==> config.mk <==
export PLATFORM = sky130hd
export DESIGN_NAME = vga_timing_gen_flat
export DESIGN_NICKNAME = d
export VERILOG_FILES = /design/src/rtl/vga_timing_gen_if.sv /design/src/rtl/vga_timing_gen.sv /design/src/flat_wrapper.sv
export SDC_FILE = /design/constraint.sdc
export NUM_CORES = 1
export LEC_CHECK = 0
export CORE_ASPECT_RATIO = 0.5
export CORE_UTILIZATION = 40
export DETAILED_ROUTE_END_ITERATION = 6
export GPL_TIMING_DRIVEN = 1
export PLACE_DENSITY = 0.74
export REMOVE_ABC_BUFFERS = 1
export SETUP_SLACK_MARGIN = 0.4
export SLEW_MARGIN = 20
export SYNTH_ARGS = -nofsm -noshare
export SYNTH_HDL_FRONTEND = slang
export SYNTH_SLANG_ARGS = --single-unit
==> constraint.sdc <==
create_clock -name clk -period 2.7 [get_ports clk]
set_input_delay 0.54 -clock clk [delete_from_list [all_inputs] [get_ports clk]]
set_output_delay 0.54 -clock clk [all_outputs]
set_load 0.03 [all_outputs]
==> src/rtl/vga_timing_gen_if.sv <==
// Pixel-side bundle between the raster generator, the drawing objects/mux and the VGA DAC pins.
// Latency: none, wires only.
// Backpressure: none; the raster is free-running and every consumer must keep up with the pixel clock.
interface vga_timing_gen_if;
    // colour returned by the object mux
    logic [7:0]  redIn;
    logic [7:0]  greenIn;
    logic [7:0]  blueIn;
    // raster position broadcast to drawing objects
    logic [10:0] pixelX;
    logic [10:0] pixelY;
    logic        startOfFrame;
    // DAC pins
    logic [7:0]  oVGA_R;
    logic [7:0]  oVGA_G;
    logic [7:0]  oVGA_B;
    logic        oVGA_HS;
    logic        oVGA_VS;
    logic        oVGA_BLANK_N;

    modport master (
        input  redIn, greenIn, blueIn,
        output pixelX, pixelY, startOfFrame,
        output oVGA_R, oVGA_G, oVGA_B, oVGA_HS, oVGA_VS, oVGA_BLANK_N
    );

    modport slave (
        output redIn, greenIn, blueIn,
        input  pixelX, pixelY, startOfFrame,
        input  oVGA_R, oVGA_G, oVGA_B, oVGA_HS, oVGA_VS, oVGA_BLANK_N
    );
endinterface

==> src/rtl/vga_timing_gen.sv <==
// 640x480@60 raster counters, pixel position broadcast, and DAC pin driver with sync/blank aligned to mux colour.
// Latency: pixelX/pixelY have none; pins show a pixel PIPE_LAT+1 clocks after its pixelX/pixelY.
// Backpressure: none; free-running at the pixel clock, the mux must return colour exactly PIPE_LAT clocks later.
module vga_timing_gen #(
    parameter int H_ACTIVE = 640,
    parameter int H_FP     = 16,
    parameter int H_SYNC   = 96,
    parameter int H_BP     = 48,
    parameter int V_ACTIVE = 480,
    parameter int V_FP     = 10,
    parameter int V_SYNC   = 2,
    parameter int V_BP     = 33,
    parameter int PIPE_LAT = 1
) (
    input  logic               clk,
    input  logic               resetN,
    vga_timing_gen_if.master   vga
);
    localparam int H_TOTAL = H_ACTIVE + H_FP + H_SYNC + H_BP;
    localparam int V_TOTAL = V_ACTIVE + V_FP + V_SYNC + V_BP;

    localparam logic [10:0] H_LAST     = 11'(H_TOTAL - 1);
    localparam logic [10:0] V_LAST     = 11'(V_TOTAL - 1);
    localparam logic [10:0] H_VIS      = 11'(H_ACTIVE);
    localparam logic [10:0] V_VIS      = 11'(V_ACTIVE);
    localparam logic [10:0] HS_START   = 11'(H_ACTIVE + H_FP);
    localparam logic [10:0] HS_END     = 11'(H_ACTIVE + H_FP + H_SYNC);
    localparam logic [10:0] VS_START   = 11'(V_ACTIVE + V_FP);
    localparam logic [10:0] VS_END     = 11'(V_ACTIVE + V_FP + V_SYNC);

    typedef struct packed {
        logic active;
        logic hs;
        logic vs;
    } tim_t;

    localparam tim_t TIM_IDLE = '{active: 1'b0, hs: 1'b1, vs: 1'b1};

    logic [10:0]          h_cnt_q, h_cnt_d;
    logic [10:0]          v_cnt_q, v_cnt_d;
    logic                 sof_q, sof_d;
    logic                 run_q, run_d;
    tim_t                 tim_raw;
    tim_t [PIPE_LAT:0]    dly_q, dly_d;
    logic [23:0]          rgb_q, rgb_d;

    // Raster counters. The first edge after reset parks at (0,0) so the frame starts with a visible startOfFrame.
    always_comb begin
        run_d   = 1'b1;
        h_cnt_d = h_cnt_q;
        v_cnt_d = v_cnt_q;
        if (!run_q) begin
            h_cnt_d = 11'd0;
            v_cnt_d = 11'd0;
        end else if (h_cnt_q == H_LAST) begin
            h_cnt_d = 11'd0;
            v_cnt_d = (v_cnt_q == V_LAST) ? 11'd0 : v_cnt_q + 11'd1;
        end else begin
            h_cnt_d = h_cnt_q + 11'd1;
        end
        // registered so it is high exactly while the counters read (0,0)
        sof_d = (h_cnt_d == 11'd0) && (v_cnt_d == 11'd0);
    end

    // Raw timing from the current counters; forced idle until the raster is running so nothing leaks out of reset.
    always_comb begin
        tim_raw        = TIM_IDLE;
        tim_raw.active = run_q && (h_cnt_q < H_VIS) && (v_cnt_q < V_VIS);
        tim_raw.hs     = !(run_q && (h_cnt_q >= HS_START) && (h_cnt_q < HS_END));
        tim_raw.vs     = !(run_q && (v_cnt_q >= VS_START) && (v_cnt_q < VS_END));
    end

    // Timing delay line matching the mux pipeline plus the colour capture register.
    always_comb begin
        dly_d    = dly_q;
        dly_d[0] = tim_raw;
        for (int i = 1; i <= PIPE_LAT; i++) begin
            dly_d[i] = dly_q[i-1];
        end
        rgb_d = {vga.redIn, vga.greenIn, vga.blueIn};
    end

    // State registers; delay stages reset to idle (inactive, syncs high).
    always_ff @(posedge clk or negedge resetN) begin
        if (!resetN) begin
            h_cnt_q <= 11'd0;
            v_cnt_q <= 11'd0;
            sof_q   <= 1'b0;
            run_q   <= 1'b0;
            dly_q   <= {(PIPE_LAT+1){TIM_IDLE}};
            rgb_q   <= 24'h0;
        end else begin
            h_cnt_q <= h_cnt_d;
            v_cnt_q <= v_cnt_d;
            sof_q   <= sof_d;
            run_q   <= run_d;
            dly_q   <= dly_d;
            rgb_q   <= rgb_d;
        end
    end

    assign vga.pixelX       = h_cnt_q;
    assign vga.pixelY       = v_cnt_q;
    assign vga.startOfFrame = sof_q;

    // Colour captured during blanking never reaches the pins.
    assign vga.oVGA_R       = dly_q[PIPE_LAT].active ? rgb_q[23:16] : 8'h00;
    assign vga.oVGA_G       = dly_q[PIPE_LAT].active ? rgb_q[15:8]  : 8'h00;
    assign vga.oVGA_B       = dly_q[PIPE_LAT].active ? rgb_q[7:0]   : 8'h00;
    assign vga.oVGA_HS      = dly_q[PIPE_LAT].hs;
    assign vga.oVGA_VS      = dly_q[PIPE_LAT].vs;
    assign vga.oVGA_BLANK_N = dly_q[PIPE_LAT].active;
endmodule

==> src/flat_wrapper.sv <==
// flat-port wrapper written by rule: the top's interface ports become plain ports
module vga_timing_gen_flat 
#(
    parameter int H_ACTIVE = 640,
    parameter int H_FP     = 16,
    parameter int H_SYNC   = 96,
    parameter int H_BP     = 48,
    parameter int V_ACTIVE = 480,
    parameter int V_FP     = 10,
    parameter int V_SYNC   = 2,
    parameter int V_BP     = 33,
    parameter int PIPE_LAT = 1
)
  (clk, resetN, vga_redIn, vga_greenIn, vga_blueIn, vga_pixelX, vga_pixelY, vga_startOfFrame, vga_oVGA_R, vga_oVGA_G, vga_oVGA_B, vga_oVGA_HS, vga_oVGA_VS, vga_oVGA_BLANK_N);
  vga_timing_gen_if vga_i ();
  input  logic clk;
  input  logic resetN;
  input wire logic [$bits(vga_i.redIn)-1:0] vga_redIn;
  input wire logic [$bits(vga_i.greenIn)-1:0] vga_greenIn;
  input wire logic [$bits(vga_i.blueIn)-1:0] vga_blueIn;
  output wire logic [$bits(vga_i.pixelX)-1:0] vga_pixelX;
  output wire logic [$bits(vga_i.pixelY)-1:0] vga_pixelY;
  output wire logic [$bits(vga_i.startOfFrame)-1:0] vga_startOfFrame;
  output wire logic [$bits(vga_i.oVGA_R)-1:0] vga_oVGA_R;
  output wire logic [$bits(vga_i.oVGA_G)-1:0] vga_oVGA_G;
  output wire logic [$bits(vga_i.oVGA_B)-1:0] vga_oVGA_B;
  output wire logic [$bits(vga_i.oVGA_HS)-1:0] vga_oVGA_HS;
  output wire logic [$bits(vga_i.oVGA_VS)-1:0] vga_oVGA_VS;
  output wire logic [$bits(vga_i.oVGA_BLANK_N)-1:0] vga_oVGA_BLANK_N;
  assign vga_i.redIn = vga_redIn;
  assign vga_i.greenIn = vga_greenIn;
  assign vga_i.blueIn = vga_blueIn;
  assign vga_pixelX = vga_i.pixelX;
  assign vga_pixelY = vga_i.pixelY;
  assign vga_startOfFrame = vga_i.startOfFrame;
  assign vga_oVGA_R = vga_i.oVGA_R;
  assign vga_oVGA_G = vga_i.oVGA_G;
  assign vga_oVGA_B = vga_i.oVGA_B;
  assign vga_oVGA_HS = vga_i.oVGA_HS;
  assign vga_oVGA_VS = vga_i.oVGA_VS;
  assign vga_oVGA_BLANK_N = vga_i.oVGA_BLANK_N;
  vga_timing_gen #(.H_ACTIVE(H_ACTIVE), .H_FP(H_FP), .H_SYNC(H_SYNC), .H_BP(H_BP), .V_ACTIVE(V_ACTIVE), .V_FP(V_FP), .V_SYNC(V_SYNC), .V_BP(V_BP), .PIPE_LAT(PIPE_LAT)) u_core (.clk(clk), .resetN(resetN), .vga(vga_i));
endmodule
==> key figures <==
Run status
  • Status: finished, final reports clean

Global route
  • Global route total overflow: 0
  • Antenna violations before repair: 0
  • Grt met3 use: 4.918%
  • Busiest layer in global routing: met2
  • Gr usage total: 20.29%
  • Met1 Use GR: 26.32%
  • M2 GR Usage: 33.36%
  • First-pass GRT wire length: 9584 µm
  • Largest net degree at the start of global routing: 26
  • Vias in the first global route: 1985

Critical path
  • Reg-to-Reg End: u_core.vga.startOfFrame$_DFF_PN0_
  • R2R depth: 8
  • Kind of critical path: register to register
  • Most frequent CP cell: buf_6
  • Data arrival, critical path: 2.77 ns
  • R2r setup slk: 0.13 ns
  • WP data required: 2.90 ns
  • Crit. End Element: register
  • Worst-path cell chain: or4bb_4 > o31ai_4 > buf_6 > buf_6 > o21ai_2 > a22o_1 > or3_4 > nor4_4
  • Worst setup SP type: register
  • CP max-delay cell: or4bb_4
  • CP max FO: 6
  • Worst r2r src: u_core.vga.pixelY[8]$_DFF_PN0_
  • Critical path's largest stage delay: 0.59 ns

Synth
  • Yosys cell types: 45
  • Post-synthesis sequential area ratio: 57.81%
  • Synth Instances: 210
  • Flop and latch count out of synthesis: 54
  • Yosys Warn Count: 0
  • Mean Syn Cell Area: 11.17 µm²
  • Post-Syn Area: 2346 µm²
  • Ys flop type: dfrtp_1
  • Number of enable flip-flop cells after synthesis: 0
  • Async S/R FF share, synth: 100.0%

Clock network
  • Cell chosen for the clock root: clkbuf_16
  • Sink Count: 54
  • Clock buffer count from CTS: 5
  • H-Tree Depth: 2
  • CTS tree: built
  • Clk_lat worst skew: 0.29 ns
  • Clock transition at path regs: 0.07 ns
  • Clk buf depth: 2

STA
  • Fmax achieved: 0.3897 GHz
  • Layout Skew: 0.008660 ns
  • Relative slew slack: 65.19%
  • Max-slew violations: 0
  • RSZ-0062 raised after global routing: yes
  • Worst Slack Setup Final: 0.1339 ns
  • Final critical-path share of the clock period: 95.04%
  • Post-layout min period: 2.566 ns
  • Fin. Hold Viols: 0
  • Final setup viols: 0
  • Slew at the pin with the worst max-slew slack: 0.5221 ns

Placement
  • Pre-CTS WS: 0.1064 ns
  • Placed Instances: 362
  • DP HPWL: 3917 µm
  • GPL Wtd Cong: 0.7970
  • Input/output buffers: 75

Cells and area
  • Register area: 1364 µm²
  • Commonest cells after routing, fill and taps aside: 74 x clkdlybuf4s50_1, 46 x dfrtp_1, 25 x and2_1
  • # fillers: 413
  • P&R area growth vs syn: 55.20%
  • Share of cells above drive strength 1: 20.32%
  • Final nets: 338
  • Antenna cell count: 0
  • Multi-input gate area: 1067 µm²
  • Final Instance Count excl. Fillers: 383
  • Most common cell after layout, fill and taps aside: clkdlybuf4s50_1

Drt
  • WL/cell: 16.41 µm
  • Final ANT Viol Nets: 0
  • First-iteration detailed-routing DRC count: 146
  • Via count: 2084
  • Pre-Repair DR Iteration Count: 4
  • Drt drc: 0
  • Final wirelength: 6286 µm
  • Via density per instance: 5.441

Job
  • Total of max-cap violations: 0

Die
  • Die area: 6194 µm²
  • Core ar.: 5563 µm²
  • Initial core utilization: 42.17%
  • # IOs: 76
  • FP Rows: 19
  • Die X: 110.3 µm
  • Die height: 56.16 µm

Pwr
  • VDD IR max: 0.2853 mV
  • Pleak: 1.454 nW
  • Power per cell area: 490.3 nW/µm²

Worst hold path
  • Hold Crit Class: input pin to async pin
[cell type report]
class	count	area share (%)
Tap cell	73	2.509
Inverter	6	0.6186
Timing Repair Buffer	98	25.53
Clock buffer	6	3.540
Sequential cell	54	37.46
Multi-Input combinational cell	144	29.31
Clock inverter	2	1.031
[kinds of logic after synthesis]
group	count (synthesis)	share of synthesized area, %
compound gates	31	9.173
fa+ha+maj	3	1.600
flops	54	57.81
other cells	1	0.1598
xor+xnor	11	4.107
buf+inv	13	2.773
simple gates	97	24.37
[worst max path at each step]
stage / from / cells past startpoint / slack [ns] / to
4_1_cts: u_core.vga.pixelY[1]$_DFF_PN0_ / 10 / 0.20 / u_core.vga.startOfFrame$_DFF_PN0_
2_1_floorplan: u_core.vga.pixelX[5]$_DFF_PN0_ / 6 / -0.32 / u_core.vga.startOfFrame$_DFF_PN0_
3_5_place_dp: u_core.vga.pixelX[5]$_DFF_PN0_ / 6 / 0.11 / u_core.vga.startOfFrame$_DFF_PN0_
3_3_place_gp: u_core.vga.pixelX[5]$_DFF_PN0_ / 6 / 0.17 / u_core.vga.startOfFrame$_DFF_PN0_
5_1_grt: u_core.vga.pixelY[8]$_DFF_PN0_ / 9 / 0.06 / u_core.vga.startOfFrame$_DFF_PN0_
6_report: u_core.vga.pixelY[8]$_DFF_PN0_ / 8 / 0.13 / u_core.vga.startOfFrame$_DFF_PN0_
[cells in the mapped netlist, types with 2 or more instances]
cell	n	share of area [%]
dfrtp_1	50	53
and2_1	25	6.7
nor2_1	19	3.0
xnor2_1	9	3.4
nand2_1	7	1.1
nand3_1	7	1.5
o21ai_0	7	1.5
o31ai_1	7	2.2
inv_1	6	0.96
nand4_1	6	1.6
nor3_1	5	1.1
or3_1	5	1.3
and3_1	4	1.1
clkbuf_1	4	0.64
dfstp_2	4	4.5
a21oi_1	3	0.64
a22o_1	3	1.1
ha_1	3	1.6
or4_1	3	0.96
and4_1	2	0.75
buf_6	2	0.96
nor4_1	2	0.53
o211ai_1	2	0.64
o31a_1	2	0.75
or4b_1	2	0.85
xor2_1	2	0.75
[worst max-delay path, delay by kind of cell, from the launching register on]
family / cells / cell delay [ns]
buffers and inverters: 2 / 0.26
DFF: 1 / 0.45
AOI/OAI and AO/OA: 3 / 0.57
and+or+nand+nor: 3 / 1.19
[registers in the layout, summed over array words and instances, names as in the netlist]
signal                   cells
u_core.vga.pixelY           11
u_core.vga.oVGA_VS           1
u_core.vga.oVGA_HS           1
u_core.vga.pixelX           11
u_core.rgb_q                24
u_core.dly_d                 3
u_core.vga.startOfFrame      1
u_core.vga.oVGA_BLANK_N      1
u_core.run_q                 1
[routing by layer]
metal	share of wire, %	routed length [µm]
met5	0	0
met4	0.99	62
met3	7.7	483
met2	49	3100
met1	42	2640
[power by group]
group	total, mW	switching [mW]	internal, mW
clock	0.724	0.286	0.438
combinational	0.209	0.104	0.105
sequential	0.852	0.0173	0.835
[per-stage QoR]
stage | power [mW] | area (µm²) | TNS (ns) | util (%) | hold slack [ns]
2_1_floorplan | 0.9443 | 2303 | -0.3159 | - | 0.2444
3_3_place_gp | 1.058 | 3223 | 0 | 57.94 | 0.3359
6_report | 1.785 | 3641 | 0 | 65.45 | 0.1429
4_1_cts | 1.789 | 3523 | 0 | 63.34 | 0.1520
3_5_place_dp | 1.061 | 3223 | 0 | 57.94 | 0.3370
5_1_grt | 1.863 | 3641 | 0 | 65.45 | 0.1568
[what timing repair did]
action | CTS | global route
gates resized for setup | 15 | 20
gates cloned | 1 | 0
endpoints found under the setup margin | 26 | 27
setup buffers | 10 | 2
pin swaps | 8 | 3
hold buffers | 0 | 0
Power figures use the tool's default switching activity.
